===== src/rtl/uart_program_loader.sv =====
// Loads 24-bit instructions from a UART byte stream into instruction memory,
// framed by start word 0x0000FF and stop word 0x00F0FF, then pulses CPU reset.
module uart_program_loader #(
  parameter int ADDR_W         = 8,
  parameter int TIMEOUT_CYCLES = 200000,
  parameter int RST_PULSE      = 16
) (
  input  logic              i_clk,
  input  logic              i_rst,
  input  logic [7:0]        i_rx_data,
  input  logic              i_rx_valid,
  output logic              o_imem_we,
  output logic [ADDR_W-1:0] o_imem_addr,
  output logic [23:0]       o_imem_wdata,
  output logic              o_loading,
  output logic              o_cpu_rst,
  output logic              o_load_done,
  output logic [ADDR_W:0]   o_word_count,
  output logic              o_err_overflow,
  output logic [1:0]        o_dbg_state
);

  // Handshake: i_rx_valid is a one-cycle strobe with no ready; every strobe
  // seen in IDLE or LOAD is consumed that cycle, strobes in RESET_OUT are dropped.

  localparam logic [23:0]       START_WORD = 24'h0000FF;
  localparam logic [23:0]       STOP_WORD  = 24'h00F0FF;
  localparam int                TO_W       = $clog2(TIMEOUT_CYCLES + 1);
  localparam int                PL_W       = $clog2(RST_PULSE + 1);
  localparam logic [TO_W-1:0]   TO_MAX     = TO_W'(TIMEOUT_CYCLES);
  localparam logic [TO_W-1:0]   TO_ONE     = TO_W'(1);
  localparam logic [PL_W-1:0]   PL_LAST    = PL_W'(RST_PULSE - 1);
  localparam logic [PL_W-1:0]   PL_ONE     = PL_W'(1);
  localparam logic [ADDR_W:0]   DEPTH      = {1'b1, {ADDR_W{1'b0}}};
  localparam logic [ADDR_W:0]   CNT_ONE    = (ADDR_W + 1)'(1);
  localparam logic [ADDR_W-1:0] ADDR_ONE   = ADDR_W'(1);

  typedef enum logic [1:0] {
    S_IDLE      = 2'd0,
    S_LOAD      = 2'd1,
    S_RESET_OUT = 2'd2
  } state_t;

  state_t            r_state, w_state_nxt;
  logic [23:0]       r_sr;
  logic [1:0]        r_byte_cnt;
  logic [TO_W-1:0]   r_timeout;
  logic [PL_W-1:0]   r_pulse;
  logic [ADDR_W-1:0] r_addr;
  logic [ADDR_W:0]   r_count;
  logic              r_we;
  logic [23:0]       r_wdata;
  logic              r_done;
  logic              r_err;

  logic              w_timed_out;
  logic [23:0]       w_sr_base;
  logic [23:0]       w_sr_shift;
  logic [1:0]        w_byte_idx;
  logic              w_shift;
  logic              w_enter_load;
  logic              w_stop;
  logic              w_write;
  logic              w_overflow;

  // A saturated idle counter means any partial word / hunt history is stale.
  assign w_timed_out = (r_timeout == TO_MAX);
  assign w_sr_base   = w_timed_out ? 24'h0 : r_sr;
  assign w_sr_shift  = {w_sr_base[15:0], i_rx_data};
  assign w_byte_idx  = w_timed_out ? 2'd0 : r_byte_cnt;

  always_comb begin
    w_state_nxt  = r_state;
    w_shift      = 1'b0;
    w_enter_load = 1'b0;
    w_stop       = 1'b0;
    w_write      = 1'b0;
    w_overflow   = 1'b0;
    case (r_state)
      S_IDLE: begin
        if (i_rx_valid) begin
          w_shift = 1'b1;
          if (w_sr_shift == START_WORD) begin
            w_enter_load = 1'b1;
            w_state_nxt  = S_LOAD;
          end
        end
      end
      S_LOAD: begin
        if (i_rx_valid) begin
          w_shift = 1'b1;
          if (w_byte_idx == 2'd2) begin
            if (w_sr_shift == STOP_WORD) begin
              w_stop      = 1'b1;
              w_state_nxt = S_RESET_OUT;
            end else if (w_sr_shift == START_WORD) begin
              w_enter_load = 1'b1;
            end else if (r_count < DEPTH) begin
              w_write = 1'b1;
            end else begin
              w_overflow = 1'b1;
            end
          end
        end
      end
      S_RESET_OUT: begin
        if (r_pulse == PL_LAST) w_state_nxt = S_IDLE;
      end
      default: w_state_nxt = S_IDLE;
    endcase
  end

  always_ff @(posedge i_clk) begin
    if (i_rst) begin
      r_state    <= S_IDLE;
      r_sr       <= '0;
      r_byte_cnt <= '0;
      r_timeout  <= '0;
      r_pulse    <= '0;
      r_addr     <= '0;
      r_count    <= '0;
      r_we       <= 1'b0;
      r_wdata    <= '0;
      r_done     <= 1'b0;
      r_err      <= 1'b0;
    end else begin
      r_state   <= w_state_nxt;
      r_timeout <= i_rx_valid ? '0 : (w_timed_out ? r_timeout : r_timeout + TO_ONE);

      if (w_shift)          r_sr <= w_sr_shift;
      else if (w_timed_out) r_sr <= '0;

      if (w_enter_load || w_stop)
        r_byte_cnt <= 2'd0;
      else if (w_shift && r_state == S_LOAD)
        r_byte_cnt <= (w_byte_idx == 2'd2) ? 2'd0 : w_byte_idx + 2'd1;
      else if (w_timed_out)
        r_byte_cnt <= 2'd0;

      r_we   <= w_write;
      r_done <= w_stop;
      if (w_write) r_wdata <= w_sr_shift;

      // Address and count advance after the write cycle has presented them.
      if (w_enter_load) begin
        r_addr  <= '0;
        r_count <= '0;
        r_err   <= 1'b0;
      end else begin
        if (r_we) begin
          r_addr  <= r_addr + ADDR_ONE;
          r_count <= r_count + CNT_ONE;
        end
        if (w_overflow) r_err <= 1'b1;
      end

      r_pulse <= (r_state == S_RESET_OUT) ? r_pulse + PL_ONE : '0;
    end
  end

  assign o_imem_we      = r_we;
  assign o_imem_addr    = r_addr;
  assign o_imem_wdata   = r_wdata;
  assign o_loading      = (r_state != S_IDLE);
  assign o_cpu_rst      = (r_state == S_RESET_OUT);
  assign o_load_done    = r_done;
  assign o_word_count   = r_count;
  assign o_err_overflow = r_err;
  assign o_dbg_state    = r_state;

endmodule

===== config.mk =====
export PLATFORM = sky130hd
export DESIGN_NAME = uart_program_loader
export DESIGN_NICKNAME = d
export VERILOG_FILES = /design/src/rtl/uart_program_loader.sv
export SDC_FILE = /design/constraint.sdc
export NUM_CORES = 1
export LEC_CHECK = 0
export CORE_ASPECT_RATIO = 0.5
export CORE_UTILIZATION = 27
export DETAILED_ROUTE_END_ITERATION = 10
export GPL_TIMING_DRIVEN = 0
export PLACE_DENSITY_LB_ADDON = 0.05
export SYNTH_ARGS = -nofsm -noshare
export SYNTH_HDL_FRONTEND = slang
export SYNTH_SLANG_ARGS = --single-unit

===== constraint.sdc =====
create_clock -name i_clk -period 4.6 [get_ports i_clk]
set_input_delay 0.92 -clock i_clk [delete_from_list [all_inputs] [get_ports i_clk]]
set_output_delay 0.92 -clock i_clk [all_outputs]
set_load 0.02 [all_outputs]

# [Word level (Yosys, flattened, before mapping)]
# Cells that the tools add are included.
[totals] reg_bits=87 output_inout_bits=48 elab_cells=77
[classes] n_addsub=5 n_lt_le_gt_ge=1 n_eq_ne=13 muxes=36 bitwise_logic=1 n_reduce_logical=10
[ops] cell="16-bit two-way mux" count=2
[ops] cell="24-bit by 16-bit equality test with 1-bit output (second input constant)" count=1
[ops] cell="24-bit by 8-bit equality test with 1-bit output (second input constant)" count=1
[ops] cell="1-bit two-way mux" count=23
[ops] cell="18-bit by 1-bit adder with 18-bit output (second input constant)" count=1
[ops] cell="18-bit equality test (second input constant)" count=1
[ops] cell="2-bit two-way mux" count=9
[ops] cell="2-bit inequality test (second input constant)" count=5
[ops] cell="2-bit OR reduction" count=5
[ops] cell="9-bit by 1-bit adder with 9-bit output (second input constant)" count=1
[ops] cell="9-bit < comparator (second input constant)" count=1
[ops] cell="8-bit by 1-bit adder with 8-bit output (second input constant)" count=1
[ops] cell="2-bit case mux with 3 select lines" count=1
[ops] cell="6-bit AND reduction" count=1
[ops] cell="5-bit by 1-bit adder with 5-bit output (second input constant)" count=1
[ops] cell="5-bit by 4-bit equality test with 1-bit output (second input constant)" count=1
[ops] cell="2-bit equality test (second input constant)" count=2
[ops] cell="2-bit by 1-bit adder with 2-bit output (second input constant)" count=1
[ops] cell="2-bit by 1-bit equality test with 1-bit output (second input constant)" count=1
[ops] cell="2-bit zero test" count=1
[ops] cell="2-bit by 1-bit inequality test with 1-bit output (second input constant)" count=1
[ops] cell="1-bit case mux with 2 select lines" count=1
[ops] cell="2-bit nonzero test" count=1
[ops] cell="1-bit logical AND" count=1
[ops] cell="2 further kinds" count=2

# [Logic depth before layout (Yosys ltp)]
[logic_depth] ltp_word=10 ltp_mapped=8

# [Least setup slack after synthesis]
# No wires, ideal clock.
[synth_path] path_type="input-to-reg" from="input port i_rx_valid" to="register r_wdata[21], in the netlist o_imem_wdata[21]" setup_time_ns=0.070 t_arrival_ns=2.217 required_time_ns=4.530 setup_slack_ns=2.313 path_stages=7 cell_sequence="nor2b_1 buf_2 nand2_1 a211oi_2 clkbuf_1 nand4_1 a21oi_1"
[synth_via] elab_chain_len=2
[synth_lines] item="start: declaration" line="11" text="input logic i_rx_valid,"
[synth_lines] item="1-bit two-way mux" line="90" text="if (i_rx_valid) begin"
[synth_lines] item="1-bit two-way mux" line="79" text="case (r_state)"
[synth_lines] item="end signal: assignment" line="142" text="if (w_write) r_wdata <= w_sr_shift;"
[synth_lines] item="end: declaration" line="52" text="logic [23:0] r_wdata;"
# No other way between the ends.
# A chain may end at the register's enable or synchronous reset.

# [Worst setup path after layout]
[layout_path] from="input port i_rx_valid" to="register r_wdata[14], in the netlist o_imem_wdata[14]"
# Same word-level chain as after synthesis.

==> reports/metrics.cfg <==
[status]
outcome=finished clean

[power]
switching_share_pct=22.7
cellPowerDensity_nw_per_um2=327
p_comb_share_pct=3.7
intPower_w=0.00120
power_leakage_nw=1.54
clockPowerShare_pct=46.8
ir_worst_vdd_mv=0.142
p_switching_w=0.000352
pwr-share-seq_pct=49.5

[synthesis]
synth.cell_area_sq_um=3660
ys_types=42
synth_flop_cell=dfxtp_1
synthCells=426
synth_edf_count=0
yosysWarningCount=0
ys_ff_latch=87
synth_nets=443
ys_async_sr_fraction_pct=0
seq_area_frac_synth_pct=47.6
avgSynthCellArea_sq_um=8.60

[die]
rows=29
die_area_sq_um=14100
ios=59
start_util_pct=28.3
die_height_um=84.4
fp.dieW_um=167
fp.coreArea_sq_um=13000

[setup_path]
path_delay_family=buffers and inverters
slowest_stage=clkdlybuf4s50_1
required_ns=4.87
worstPathArrival_ns=3.24
startpoint_type=primary input
r2r-start=r_sr[1]
cp-startpoint=i_rx_valid
cp-end-kind=register
path_max_fanout=10
crit_type=primary input to register
path_cells=clkdlybuf4s50_1 > nor2b_1 > buf_2 > nand2_1 > a211oi_2 > clkbuf_1 > nand4_1 > a21oi_1
cp_num_buf_inv=3
max_stage_delay_ns=0.51

[sta]
finalCritPeriodShare_pct=64.6
min_period_ns=2.97
slew_violations=0
relSlewSlack_pct=49.5
hold_ws_ns=0.453
worst_pin_slew_ns=0.752
skew_ns=0.00932
final_hold_viol_count=0
final.setup.tns_ns=0
fin_ws_ns=1.63
fmaxAchievable_ghz=0.337
setup_viol_count_final=0
rsz0062_at_grt=false

[grt]
grt_pass1_wl_um=15700
grt_pass1_vias=2913
grtUsageTotal_pct=14.3
grt-ovfl-total=0
antenna_found_initial=0
grt_start_max_net_pins=15

[clocking]
hold_buffers=0
cts_setup_buffers=0
path_clk_slew_ns=0.07
clk_latency_ns=0.34
cts_resized=0
cts_buffers=9
htree_levels=3
clockBufferDepth=2
clock-sinks=87
cts_tree=built
cts-root-buf=clkbuf_16

[route]
ant_nets=0
vias_per_cell=4.78
drc=0
drt_wl_total_um=9750
drt_iter0_drc=137
drt-pass1-iter-count=4
vias=3199
wire_per_inst_um=14.6

[placement]
preCtsSetupSlack_ns=1.27
gp_congestion=0.738
dp_hpwl_um=6920
place_area_sq_um=4460
portBuffers=58

[layout]
final_layout_size_suffix_gt1_share_pct=7.41
nets=512
fin_util_pct=36.6
fillers=1355
fin_area_sq_um=4740
area_growth_pct=29.6
antenna_cells=0

[hold_path]
hold_start=r_pulse[0]
hp-class=register to register

[job]
cap_violations=0

## cells in the mapped netlist, types with 2 or more instances
| library cell | instances | area, sq um |
|---|---|---|
| xor2_1 | 21 | 184 |
| nand3_1 | 28 | 140 |
| nor2b_1 | 2 | 12.5 |
| inv_1 | 6 | 22.5 |
| or4_1 | 4 | 30.0 |
| nor2_1 | 32 | 120 |
| o21ai_0 | 24 | 120 |
| and3_1 | 2 | 12.5 |
| nor3_1 | 5 | 25.0 |
| nor4_1 | 2 | 12.5 |
| nand2_1 | 43 | 161 |
| a31oi_1 | 2 | 12.5 |
| and2_1 | 2 | 12.5 |
| a211oi_2 | 2 | 25.0 |
| xnor2_1 | 12 | 105 |
| dfxtp_1 | 87 | 1740 |
| ha_1 | 6 | 75.1 |
| o21bai_1 | 3 | 22.5 |
| clkbuf_2 | 2 | 10.0 |
| buf_2 | 10 | 50.1 |
| mux2i_1 | 2 | 20.0 |
| or2_2 | 3 | 18.8 |
| nand4_1 | 30 | 188 |
| nand2b_1 | 5 | 31.3 |
| clkbuf_1 | 12 | 45.0 |
| a21oi_1 | 63 | 315 |
## worst paths after layout
| check | slack (ns) | depth (start not counted) | to |
|---|---|---|---|
| worst min-delay path | 0.45 | 1 | r_pulse[0] |
| worst min register to register | 0.45 | 1 | r_pulse[0] |
| worst max-delay path | 1.63 | 8 | o_imem_wdata[14] |
| worst max register to register | 2.31 | 6 | o_imem_wdata[14] |
## power groups by stage
stage / Combinational [W] / Clock (W) / Sequential (W)
floorplan: 0.0000341 / 0 / 0.000782
global route: 0.0000632 / 0.000782 / 0.000769
global placement: 0.0000576 / 0 / 0.000786
detailed placement: 0.0000570 / 0 / 0.000785
finish: 0.0000570 / 0.000727 / 0.000769
CTS: 0.0000572 / 0.000749 / 0.000768
## final cells by class
cell class | instances | area (sq um) | share of cell area (%)
Multi-Input combinational cell | 307 | 1780 | 37.5
Sequential cell | 87 | 1740 | 36.7
Timing Repair Buffer | 58 | 581 | 12.2
Clock buffer | 10 | 229 | 4.83
Tap cell | 170 | 213 | 4.48
Buffer | 26 | 120 | 2.53
Clock inverter | 5 | 60.1 | 1.27
Inverter | 6 | 22.5 | 0.475
## worst register-to-register path: cells and delay by family, from the launching register on
| family | cells | cell delay, ns |
|---|---|---|
| AND/OR/NAND/NOR | 3 | 1.09 |
| AO/OA/AOI/OAI | 2 | 0.39 |
| flip-flops | 1 | 0.35 |
| buffers and inverters | 1 | 0.34 |
## registers in the layout, indices dropped and copies added, names as in the netlist
| name | cells |
|---|---|
| o_load_done | 1 |
| r_timeout | 18 |
| r_pulse | 5 |
| o_word_count | 9 |
| o_imem_wdata | 24 |
| o_imem_we | 1 |
| o_err_overflow | 1 |
| r_sr | 16 |
| r_byte_cnt | 2 |
| o_imem_addr | 8 |
| o_dbg_state | 2 |
## cells by family (layout without fill, tap and decap cells)
family	count (synthesis)	count (layout)	synth area share (%)
compound gates	100	100	14.9
fa+ha+maj	6	6	2.05
xor+xnor	33	33	7.89
mux	2	2	0.547
buf+inv	32	105	3.89
flops	87	87	47.6
simple gates	166	166	23.1
## metrics by stage
stage,power [W],cells
final,0.00155,669
after global routing,0.00161,669
after CTS,0.00157,669
after detailed placement,0.000842,654
after global placement,0.000843,654
after floorplan,0.000816,426
## routing by layer
metal	global-route usage (%)	share of wire (%)	vias to the layer above	wire length, um
li1	-	-	1635	-
met1	20.7	55	1511	5330
met2	20.3	41	47	4010
met3	4.20	3.5	6	339
met4	4.04	0.72	0	70
met5	0	0	-	0
## cell usage in the layout, fill, tap and decap left out, types with 3 or more instances in the layout
master and n:
clkbuf_16 9, nand3_1 28, clkbuf_1 13, ha_1 6
xnor2_1 12, inv_1 6, nor3_1 5, xor2_1 21
nand4_1 30, dfxtp_1 87, or4_1 4, or2_2 3
clkdlybuf4s50_1 58, buf_2 10, nor2_1 32, o21bai_1 3
nand2b_1 5, o21ai_0 24, nand2_1 43, a21oi_1 63
Note: power is estimated with default switching activity, not from simulation.
